## src/rtl/start_screen_fetch.sv

```systemverilog
// Start-screen pixel fetch: maps 640x480 VGA coordinates onto a 2x-scaled 320x240 4bpp ROM and blinks the text box.
// Fixed 3-cycle latency from DrawX/DrawY/blank to index/pixel_valid; no backpressure, one pixel accepted per clock.
module start_screen_fetch #(
  parameter int          IMG_W        = 320,
  parameter int          IMG_H        = 240,
  parameter int          BLINK_FRAMES = 30,
  parameter int          TEXT_X0      = 192,
  parameter int          TEXT_X1      = 448,
  parameter int          TEXT_Y0      = 352,
  parameter int          TEXT_Y1      = 384,
  parameter logic [3:0]  BG_INDEX     = 4'd0
) (
  input  logic        Clk,
  input  logic        Reset,
  input  logic [9:0]  DrawX,
  input  logic [9:0]  DrawY,
  input  logic        blank,
  input  logic        vs,
  input  logic        start_active,
  output logic [16:0] rom_addr,
  input  logic [3:0]  rom_q,
  output logic [3:0]  index,
  output logic        pixel_valid,
  output logic        blink_on
);

  localparam int             CW       = (BLINK_FRAMES > 1) ? $clog2(BLINK_FRAMES) : 1;
  localparam logic [CW-1:0]  CNT_LAST = CW'(BLINK_FRAMES - 1);

  typedef enum logic {SHOW, HIDE} blink_state_t;

  blink_state_t  r_state;
  blink_state_t  w_state_next;
  logic [CW-1:0] r_cnt;
  logic [CW-1:0] w_cnt_next;
  logic          r_vs_prev;
  logic          w_tick;

  logic          r_vis1, r_txt1, r_vis2, r_txt2;
  logic [16:0]   w_row_base;
  logic [16:0]   w_addr;
  logic          w_vis;
  logic          w_txt;

  // Halving both coordinates implements the 2x upscale; 17 bits holds the full 76799 range.
  assign w_row_base = 17'(DrawY >> 1) * 17'(IMG_W);
  assign w_addr     = w_row_base + 17'(DrawX >> 1);

  assign w_vis = blank & (DrawX < 10'(2 * IMG_W)) & (DrawY < 10'(2 * IMG_H));
  assign w_txt = (DrawX >= 10'(TEXT_X0)) & (DrawX < 10'(TEXT_X1)) &
                 (DrawY >= 10'(TEXT_Y0)) & (DrawY < 10'(TEXT_Y1));

  assign w_tick = r_vs_prev & ~vs;

  always_ff @(posedge Clk or posedge Reset) begin
    if (Reset) begin
      rom_addr    <= '0;
      r_vis1      <= 1'b0;
      r_txt1      <= 1'b0;
      r_vis2      <= 1'b0;
      r_txt2      <= 1'b0;
      index       <= '0;
      pixel_valid <= 1'b0;
    end else begin
      rom_addr    <= w_addr;
      r_vis1      <= w_vis;
      r_txt1      <= w_txt;
      r_vis2      <= r_vis1;
      r_txt2      <= r_txt1;
      pixel_valid <= r_vis2;
      if (!r_vis2)
        index <= '0;
      else if (r_txt2 && !blink_on)
        index <= BG_INDEX;
      else
        index <= rom_q;
    end
  end

  always_ff @(posedge Clk or posedge Reset) begin
    if (Reset) begin
      r_state   <= SHOW;
      r_cnt     <= '0;
      r_vs_prev <= 1'b1;
    end else begin
      r_state   <= w_state_next;
      r_cnt     <= w_cnt_next;
      r_vs_prev <= vs;
    end
  end

  // Dropping start_active wins over a coincident frame tick.
  always_comb begin
    w_state_next = r_state;
    w_cnt_next   = r_cnt;
    blink_on     = (r_state == SHOW);
    if (!start_active) begin
      w_state_next = SHOW;
      w_cnt_next   = '0;
    end else if (w_tick) begin
      if (r_cnt == CNT_LAST) begin
        w_cnt_next   = '0;
        w_state_next = (r_state == SHOW) ? HIDE : SHOW;
      end else begin
        w_cnt_next = r_cnt + 1'b1;
      end
    end
  end

endmodule

```

## config.mk

```make
export PLATFORM = sky130hd
export DESIGN_NAME = start_screen_fetch
export DESIGN_NICKNAME = d
export VERILOG_FILES = /design/src/rtl/start_screen_fetch.sv
export SDC_FILE = /design/constraint.sdc
export NUM_CORES = 1
export LEC_CHECK = 0
export ABC_CLOCK_PERIOD_IN_PS = 1800
export CAP_MARGIN = 5
export CORE_MARGIN = 2
export CORE_UTILIZATION = 46
export DETAILED_ROUTE_END_ITERATION = 6
export HOLD_SLACK_MARGIN = 0.06
export PLACE_DENSITY = 0.79
export SLEW_MARGIN = 15
export SYNTH_ARGS = -nofsm -noshare
export SYNTH_HDL_FRONTEND = slang
export SYNTH_SLANG_ARGS = --single-unit
```

## constraint.sdc

```tcl
create_clock -name Clk -period 1.8 [get_ports Clk]
set_clock_uncertainty 0.05 [all_clocks]
set_input_delay 0.18 -clock Clk [delete_from_list [all_inputs] [get_ports Clk]]
set_output_delay 0.18 -clock Clk [all_outputs]
set_load 0.01 [all_outputs]
```

# Yosys cells after proc, flatten, opt, wreduce, memory -nomap -nowiden

Cells that the tools add are included.

Register bits: 33
Input bits: 29
Output and inout port bits: 23
Word-level logic and storage cells: 41

Add/subtract/negate cells: 2
Multiply operators: 1
$lt $le $gt $ge: 6
Equal/unequal tests: 3
Muxes and demuxes: 9
Bitwise gates (word level): 8
Reductions and logical operators: 2

Operators by type and width:

| kind                 | count |
|---|---|
| $lt 10x9->1 const B  | 3 |
| $add 17x9->17        | 1 |
| $mux 5               | 3 |
| $mul 9x3->11 const B | 1 |
| $ge 10x8->1 const B  | 1 |
| $ge 10x9->1 const B  | 1 |
| $lt 10x10->1 const B | 1 |
| $mux 4               | 2 |
| $and 1x1->1          | 6 |
| $add 5x1->5 const B  | 1 |
| $eq 5x5->1 const B   | 1 |
| $mux 1               | 4 |
| $ne 2x1->1 const B   | 2 |
| $not 1->1            | 2 |
| $reduce_and 2->1     | 1 |
| $logic_and 1x1->1    | 1 |

# Longest topological paths before layout

Gate-level depths: netlist (run 1).

Depth after elaboration: 4
Mapped depth: 9
Depth with buffers taken out: 9

# Least setup slack after synthesis (run 1)

No wires, ideal clock.

Kind: input -> register
Start point: input DrawY[2]
End point: register rom_addr[16]
Setup time: 0.127 ns
Arrival: 2.005 ns
Required time: 1.623 ns
Path slack: -0.382 ns
Stages on the path: 9
Buffers on the path: 0
Path through: ha_1 ha_1 fa_1 a211oi_2 o21bai_1 a21oi_2 xor2_2 nor3b_2 xnor2_1

Cells in the longest elaborated chain, start to end: 2

RTL lines:

| what                   | RTL line | source |
|---|---|---|
| start: declaration     | 16       | `input logic [9:0] DrawY,` |
| $mul 9x3->11           | 46       | `assign w_row_base = 17'(DrawY >> 1) * 17'(IMG_W);` |
| $add 17x9->17          | 47       | `assign w_addr = w_row_base + 17'(DrawX >> 1);` |
| via w_addr[16]         | 41       | `logic [16:0] w_addr;` |
| end signal: assignment | 65       | `rom_addr <= w_addr;` |
| end: declaration       | 20       | `output logic [16:0] rom_addr,` |

The timed path passes the listed nets, and every way through them passes these cells.
A chain may end at the register's enable or synchronous reset.

# Worst setup path after layout (run 1)

Start point: input DrawY[4]
End point: register rom_addr[12]

The elaborated chain is that of the path after synthesis.

==> results of run 1 <==
## power groups by stage
stage | combinational, mW | sequential (mW) | clock (mW)
after CTS | 0.759 | 0.859 | 0.605
after global placement | 0.677 | 0.869 | 0
after global routing | 0.840 | 0.863 | 0.646
after floorplan | 0.280 | 0.907 | 0
after detailed placement | 0.698 | 0.871 | 0
final | 0.773 | 0.858 | 0.593
## registers in the layout (all words and copies together), names as in the netlist
signal,cells
r_txt1,1
r_cnt,5
r_state,1
r_vs_prev,1
rom_addr,17
pixel_valid,1
r_vis2,1
r_vis1,1
index,4
r_txt2,1
## per-stage QoR
| stage | util | std cells | area (sq um) | power [mW] |
|---|---|---|---|---|
| 4_1_cts | 0.754 | 284 | 2740 | 2.22 |
| 3_5_place_dp | 0.690 | 272 | 2510 | 1.57 |
| 3_3_place_gp | 0.690 | 272 | 2510 | 1.55 |
| 2_1_floorplan | - | 148 | 1750 | 1.19 |
| 6_report | 0.760 | 285 | 2760 | 2.22 |
| 5_1_grt | 0.760 | 285 | 2760 | 2.35 |
## worst reg2reg max path, delay by kind of cell, from the launching register on
kind                       cells  cell delay [ps]
adders and majority gates      1              220
DFF                            1              420
AOI/OAI and AO/OA              2              340
and+or+nand+nor                2              450
## repair_timing
action / CTS / global route
pin swaps: 24 / 8
setup endpoints to repair: 6 / 6
setup buffers: 4 / 1
cloned: 0 / 0
endpoints found under the hold margin: 0 / 0
gates resized for setup: 45 / 6
## cells by family after synthesis
| group | Yosys count |
|---|---|
| and+or+nand+nor | 43 |
| DFF | 33 |
| AOI/OAI and AO/OA | 24 |
| adders and majority gates | 21 |
| xor gates and xnor gates | 15 |
| buffers and inverters | 10 |
| muxes | 2 |
## layer usage
metal / routed length [microns] / GRT usage / vias to the layer above
met5: 0 / 0 / -
li1: - / - / 679
met1: 1350 / 0.199 / 683
met3: 171 / 0.0514 / 12
met2: 2040 / 0.392 / 45
met4: 138 / 0.115 / 0
## layout make-up
cell class                      count  area [sq um]
Clock buffer                        7          96.3
Timing Repair Buffer               82           723
Tap cell                           48          60.1
Inverter                            9          33.8
Fill cell                         250           872
Sequential cell                    33           827
Clock inverter                      1          5.00
Multi-Input combinational cell    105          1020
## final timing paths
| kind | from | end | slack [ps] | depth (start not counted) |
|---|---|---|---|---|
| worst max-delay path | DrawY[4] | rom_addr[12] | -50 | 10 |
| worst min-delay path | Reset | index[2] | 220 | 3 |
| worst max register to register | r_cnt[0] | r_cnt[4] | 230 | 5 |
| worst min register to register | r_txt1 | r_txt2 | 310 | 0 |
| max in group asynchronous | Reset | r_vs_prev | 1160 | 3 |
| min in group Clk | DrawY[6] | r_txt1 | 230 | 3 |
## Yosys cell counts, types with 2 or more instances
library cell  instances
mux2i_1               2
and2_1                5
xor2_2                3
o21ai_1               2
o21ai_0               9
nor2_1                7
nand2_1               9
nor2b_1               2
nor3_1                2
nand3_1               4
dfrtp_1              32
fa_1                  2
inv_1                 9
nor3b_2               2
a21oi_1               5
xor2_1                3
xnor2_1               9
nand2b_1              2
ha_1                 19
==> impl_metrics.toml, run 1 <==
[synth]
ys.warnings.count = 0
syn_nets = 198
synth_ff_type = "dfrtp_1"
yosysTopAreaCellShare = 0.466
ys_seq_elements = 33
yosysTopAreaCell = "dfrtp_1"
synth_cell_types = 39
netlist_area_sq_mm = 0.00172
synthTopCellsByArea = "dfrtp_1 47%, ha_1 14%, xnor2_1 4.6%"
synth_enable_flop_cells = 0
synthMuxAreaShare = 0.0116
synthAdderAreaFrac = 0.162
synthXorXnorAreaFrac = 0.0895
synth_top_family_by_area = "adder cells"
yosys.area_share.simple = 0.147
ys_seq_area_frac = 0.481
synth_area_per_cell_sq_um = 11.6
synth_compound_area_frac = 0.0866
synthArstFlopShare = 1.00
syn_inst = 148

[final_layout]
finalNetCount = 286
final_cell_mix = "39 x clkdlybuf4s50_1, 32 x dfrtp_1, 32 x buf_4"
final_common_cell = "clkdlybuf4s50_1"
areaGrowthSynthToFinish_pct = 60.6
antenna_cells = 0
drive_gt1_frac = 0.342

[status]
violations = "negative setup slack"
status = "complete, but fails checks"

[critical_path]
cp_cell_sequence = "buf_8 > ha_4 > ha_4 > fa_2 > xnor2_1 > nor3b_2 > buf_4 > buf_4 > buf_4 > xor2_1"
end_kind = "flip-flop"
critPathKind = "primary input to flip-flop"
cp.required_ps = 1920
setup.worst_path.start_class = "primary input"
critPathSlowestCell = "fa_2"
cp_data_arrival_time_ps = 1970
critPathMaxStageDelay_ps = 370
cp_max_fo = 3
path_buf_inv = 4
crit_family = "adder cells"
crit_top_cell = "buf_4"

[sta]
fmax_mhz = 540
setup_tns_ps = -83.6
setup_slack_ps = -51.6
final_hold_viol_count = 0
rsz0062_at_grt = "yes"
finalMaxSlewViolations = 0
hold_ws_ps = 224
setup_viol = 3
period_share = 1.03
period_needed_ps = 1850
slew_headroom = 0.746
tightest_slew_ps = 377

[drt]
drc = 0
ant_nets = 0
first_pass_iters = 4
wl_per_cell_microns = 13.0
routed_via_density = 4.98
drt_iter0_drc = 79
vias = 1419
wirelength_microns = 3690

[global_routing]
grt_pass1_wl_microns = 6380
grt_max_degree = 34
grt_overflow = 0
track_usage = 0.205
grt_pass1_vias = 1516
antenna_found_initial = 0

[place]
hpwl_microns = 2900
gp_congestion = 0.902
post-place-ws_ps = -805
port_buffers = 49

[power]
pwr-share-seq = 0.386
leakage_nw = 1.24
clkPwrFrac = 0.267
power_density_mw_per_mm2 = 805
vdd_drop_max_mv = 0.288
combinationalPowerShare = 0.348
internal_power_mw = 1.63
sw_frac_of_total = 0.267
power_switching_uw = 593

[clock_network]
clk-insertion-delay-late_ps = 280
cts_buffer_depth = 2
cts_made_buffers = 5
clkSlewWorstSetupHoldPaths_ps = 70
holdBufCountCts = 0
clockRootBuffer = "clkbuf_8"
cts_max_level = 2
cts.sinks = 33
cts_tree = "built"

[floorplanning]
core_area_sq_mm = 0.00363
fp.dieArea_sq_mm = 0.00424
start_util = 0.473
die_y_microns = 65.1
fp.dieW_microns = 65.1
io_pins = 52
row_count = 22

[job]
drv_cap = 0

[min_path]
hold_path.class = "primary input to async pin"
(Power assumes the default switching activity.)
==> run 2: changes to the inputs <==
--- a/config.mk
+++ b/config.mk
@@ -7,7 +7,7 @@
 export LEC_CHECK = 0
 export ABC_CLOCK_PERIOD_IN_PS = 1800
 export CAP_MARGIN = 5
-export CORE_MARGIN = 2
+export CORE_MARGIN = 10
 export CORE_UTILIZATION = 46
 export DETAILED_ROUTE_END_ITERATION = 6
 export HOLD_SLACK_MARGIN = 0.06
==> run 2 against run 1 <==
Effect of this change: first-iteration DRC count is 27% lower; the run still ends with negative setup slack left; worst setup slack lost 25 ps; via count down 0.70%; sequential power is essentially flat; register-to-register slack worse by 30 ps; global-route usage down 7.2 points; core utilization is 0.14 points higher; critical path type unchanged; final cell count unchanged; critical path depth unchanged; clock power fell by 15%; highest routed layer unchanged.
==> impl_metrics.toml, run 2 (synthesis gave the netlist of run 1 again) <==
[final_layout]
final_cell_mix = "40 x clkdlybuf4s50_1, 32 x dfrtp_1, 32 x buf_4, 11 x ha_4"
finalNetCount = 286
largest_reg_flops = 17
regMostFlops = "rom_addr"
final_common_cell = "clkdlybuf4s50_1"
drive_gt1_frac = 0.333
fin_area_sq_mm = 0.00277
areaGrowthSynthToFinish_pct = 60.9
top_regs = "rom_addr x17, r_cnt x5, index x4"
antenna_cells = 0
finish.utilization = 0.761

[power]
total_power_mw = 2.15
power_density_mw_per_mm2 = 779
internal_power_mw = 1.56
pwr-share-seq = 0.399
combinationalPowerShare = 0.367
clkPwrFrac = 0.234
sw_frac_of_total = 0.276
vdd_drop_max_mv = 0.395
power_switching_uw = 595
leakage_nw = 1.22

[place]
port_buffers = 49
gp_congestion = 0.867
place_area_sq_mm = 0.00251
hpwl_microns = 3250

[floorplanning]
die_y_microns = 81.1
fp.dieArea_sq_mm = 0.00658
row_count = 22
io_pins = 52
core_area_sq_mm = 0.00363
fp.dieW_microns = 81.1
start_util = 0.473

[drt]
routed_via_density = 4.94
drc = 0
wl_per_cell_microns = 14.8
vias = 1409
wirelength_microns = 4210
ant_nets = 0
drt_iter0_drc = 58
first_pass_iters = 4

[sta]
fmax_mhz = 533
setup_slack_ps = -76.5
period_needed_ps = 1880
tightest_slew_ps = 382
final_hold_viol_count = 0
period_share = 1.04
slew_headroom = 0.742
rsz0062_at_grt = "yes"
setup_viol = 3
finalMaxSlewViolations = 0

[critical_path]
regToRegStartpoint = "r_cnt[0]"
endpoint = "rom_addr[16]"
rrSetupSlack_ps = 200
critPathKind = "primary input to flip-flop"
end_kind = "flip-flop"
setup.worst_path.start_class = "primary input"
cp_cell_sequence = "buf_8 > ha_4 > ha_4 > fa_2 > a211oi_4 > o21bai_1 > a21oi_2 > xor2_2 > nor3b_2 > xnor2_1"
critPathMaxStageDelay_ps = 380
crit_top_cell = "ha_4"
critPathLaunch = "DrawY[4]"
r2r_cells = 5
cp.required_ps = 1900
cp_max_fo = 2
reg2reg_to = "r_cnt[4]"
cp_data_arrival_time_ps = 1980
critPathSlowestCell = "fa_2"

[global_routing]
grt_pass1_wl_microns = 6840
track_usage = 0.133
grt_max_degree = 34
grt_overflow = 0
antenna_found_initial = 0
grt_pass1_vias = 1535

[job]
drv_cap = 0

[status]
violations = "negative setup slack"
status = "complete, but fails checks"

[clock_network]
cts_buffer_depth = 2
cts_max_level = 2
cts.sinks = 33
clkSlewWorstSetupHoldPaths_ps = 70
cts_tree = "built"
clk-insertion-delay-late_ps = 270
clockRootBuffer = "clkbuf_8"
holdBufCountCts = 0
cts_made_buffers = 5

[min_path]
hold_path.class = "primary input to async pin"
run 2: cell types whose count changed in the layout (fill, tap and decap cells not counted), sizes merged:
| cell | before | now |
|---|---|---|
| dlygate4sd2 | 4 | 3 |
| clkdlybuf4s50 | 39 | 40 |
run 2: worst max-delay path, delay by kind of cell:
| family | cells | cell delay (ps) |
|---|---|---|
| xor+xnor | 2 | 320 |
| buf+inv | 1 | 100 |
| fa+ha+maj | 3 | 770 |
| compound gates | 3 | 520 |
| simple gates | 1 | 70 |
run 2: area by class of cell:
class | count | area (sq um)
fillers | 253 | 867
clock buffers | 7 | 76.3
inverters | 9 | 33.8
flip-flops and latches | 33 | 827
clock inverters | 1 | 5.00
multi-input cells | 105 | 1040
well taps | 48 | 60.1
repair buffers | 82 | 724
run 2: per-stage QoR:
stage / std cells / hold slack (ps) / setup WS, ps / setup TNS [ps]
2_1_floorplan: 148 / 134 / -177 / -295
3_3_place_gp: 272 / 286 / -752 / -3840
3_5_place_dp: 272 / 289 / -801 / -4160
4_1_cts: 284 / 219 / -117 / -229
5_1_grt: 285 / 239 / -192 / -430
6_report: 285 / 236 / -76.5 / -127
run 2: worst min-delay path by stage:
stage	endpoint	slack (ps)	depth (start not counted)
floorplan	r_vs_prev	130	0
global placement	r_vis2	290	0
detailed placement	r_vis2	290	0
CTS	rom_addr[6]	220	3
global route	rom_addr[6]	240	3
finish	rom_addr[11]	240	3
run 2: what timing repair did:
item                                    in CTS  in global routing
pin swaps                                   18                  8
cloned                                       0                  0
buffers inserted                             4                  1
resized for setup                           46                  6
endpoints found under the setup margin       6                  8
run 2: layer usage:
metal	track usage	part of all wire	vias to the layer above	routed length, microns
li1	-	-	676	-
met5	0	0	-	0
met1	0.131	0.37	677	1560
met2	0.251	0.55	48	2300
met4	0.0692	0.019	0	81
met3	0.0342	0.064	8	271
run 2: power groups by stage:
stage	combinational (mW)	sequential, mW	clock (mW)
2_1_floorplan	0.280	0.907	0
3_3_place_gp	0.685	0.869	0
3_5_place_dp	0.703	0.873	0
4_1_cts	0.761	0.860	0.519
5_1_grt	0.851	0.867	0.556
6_report	0.791	0.859	0.505
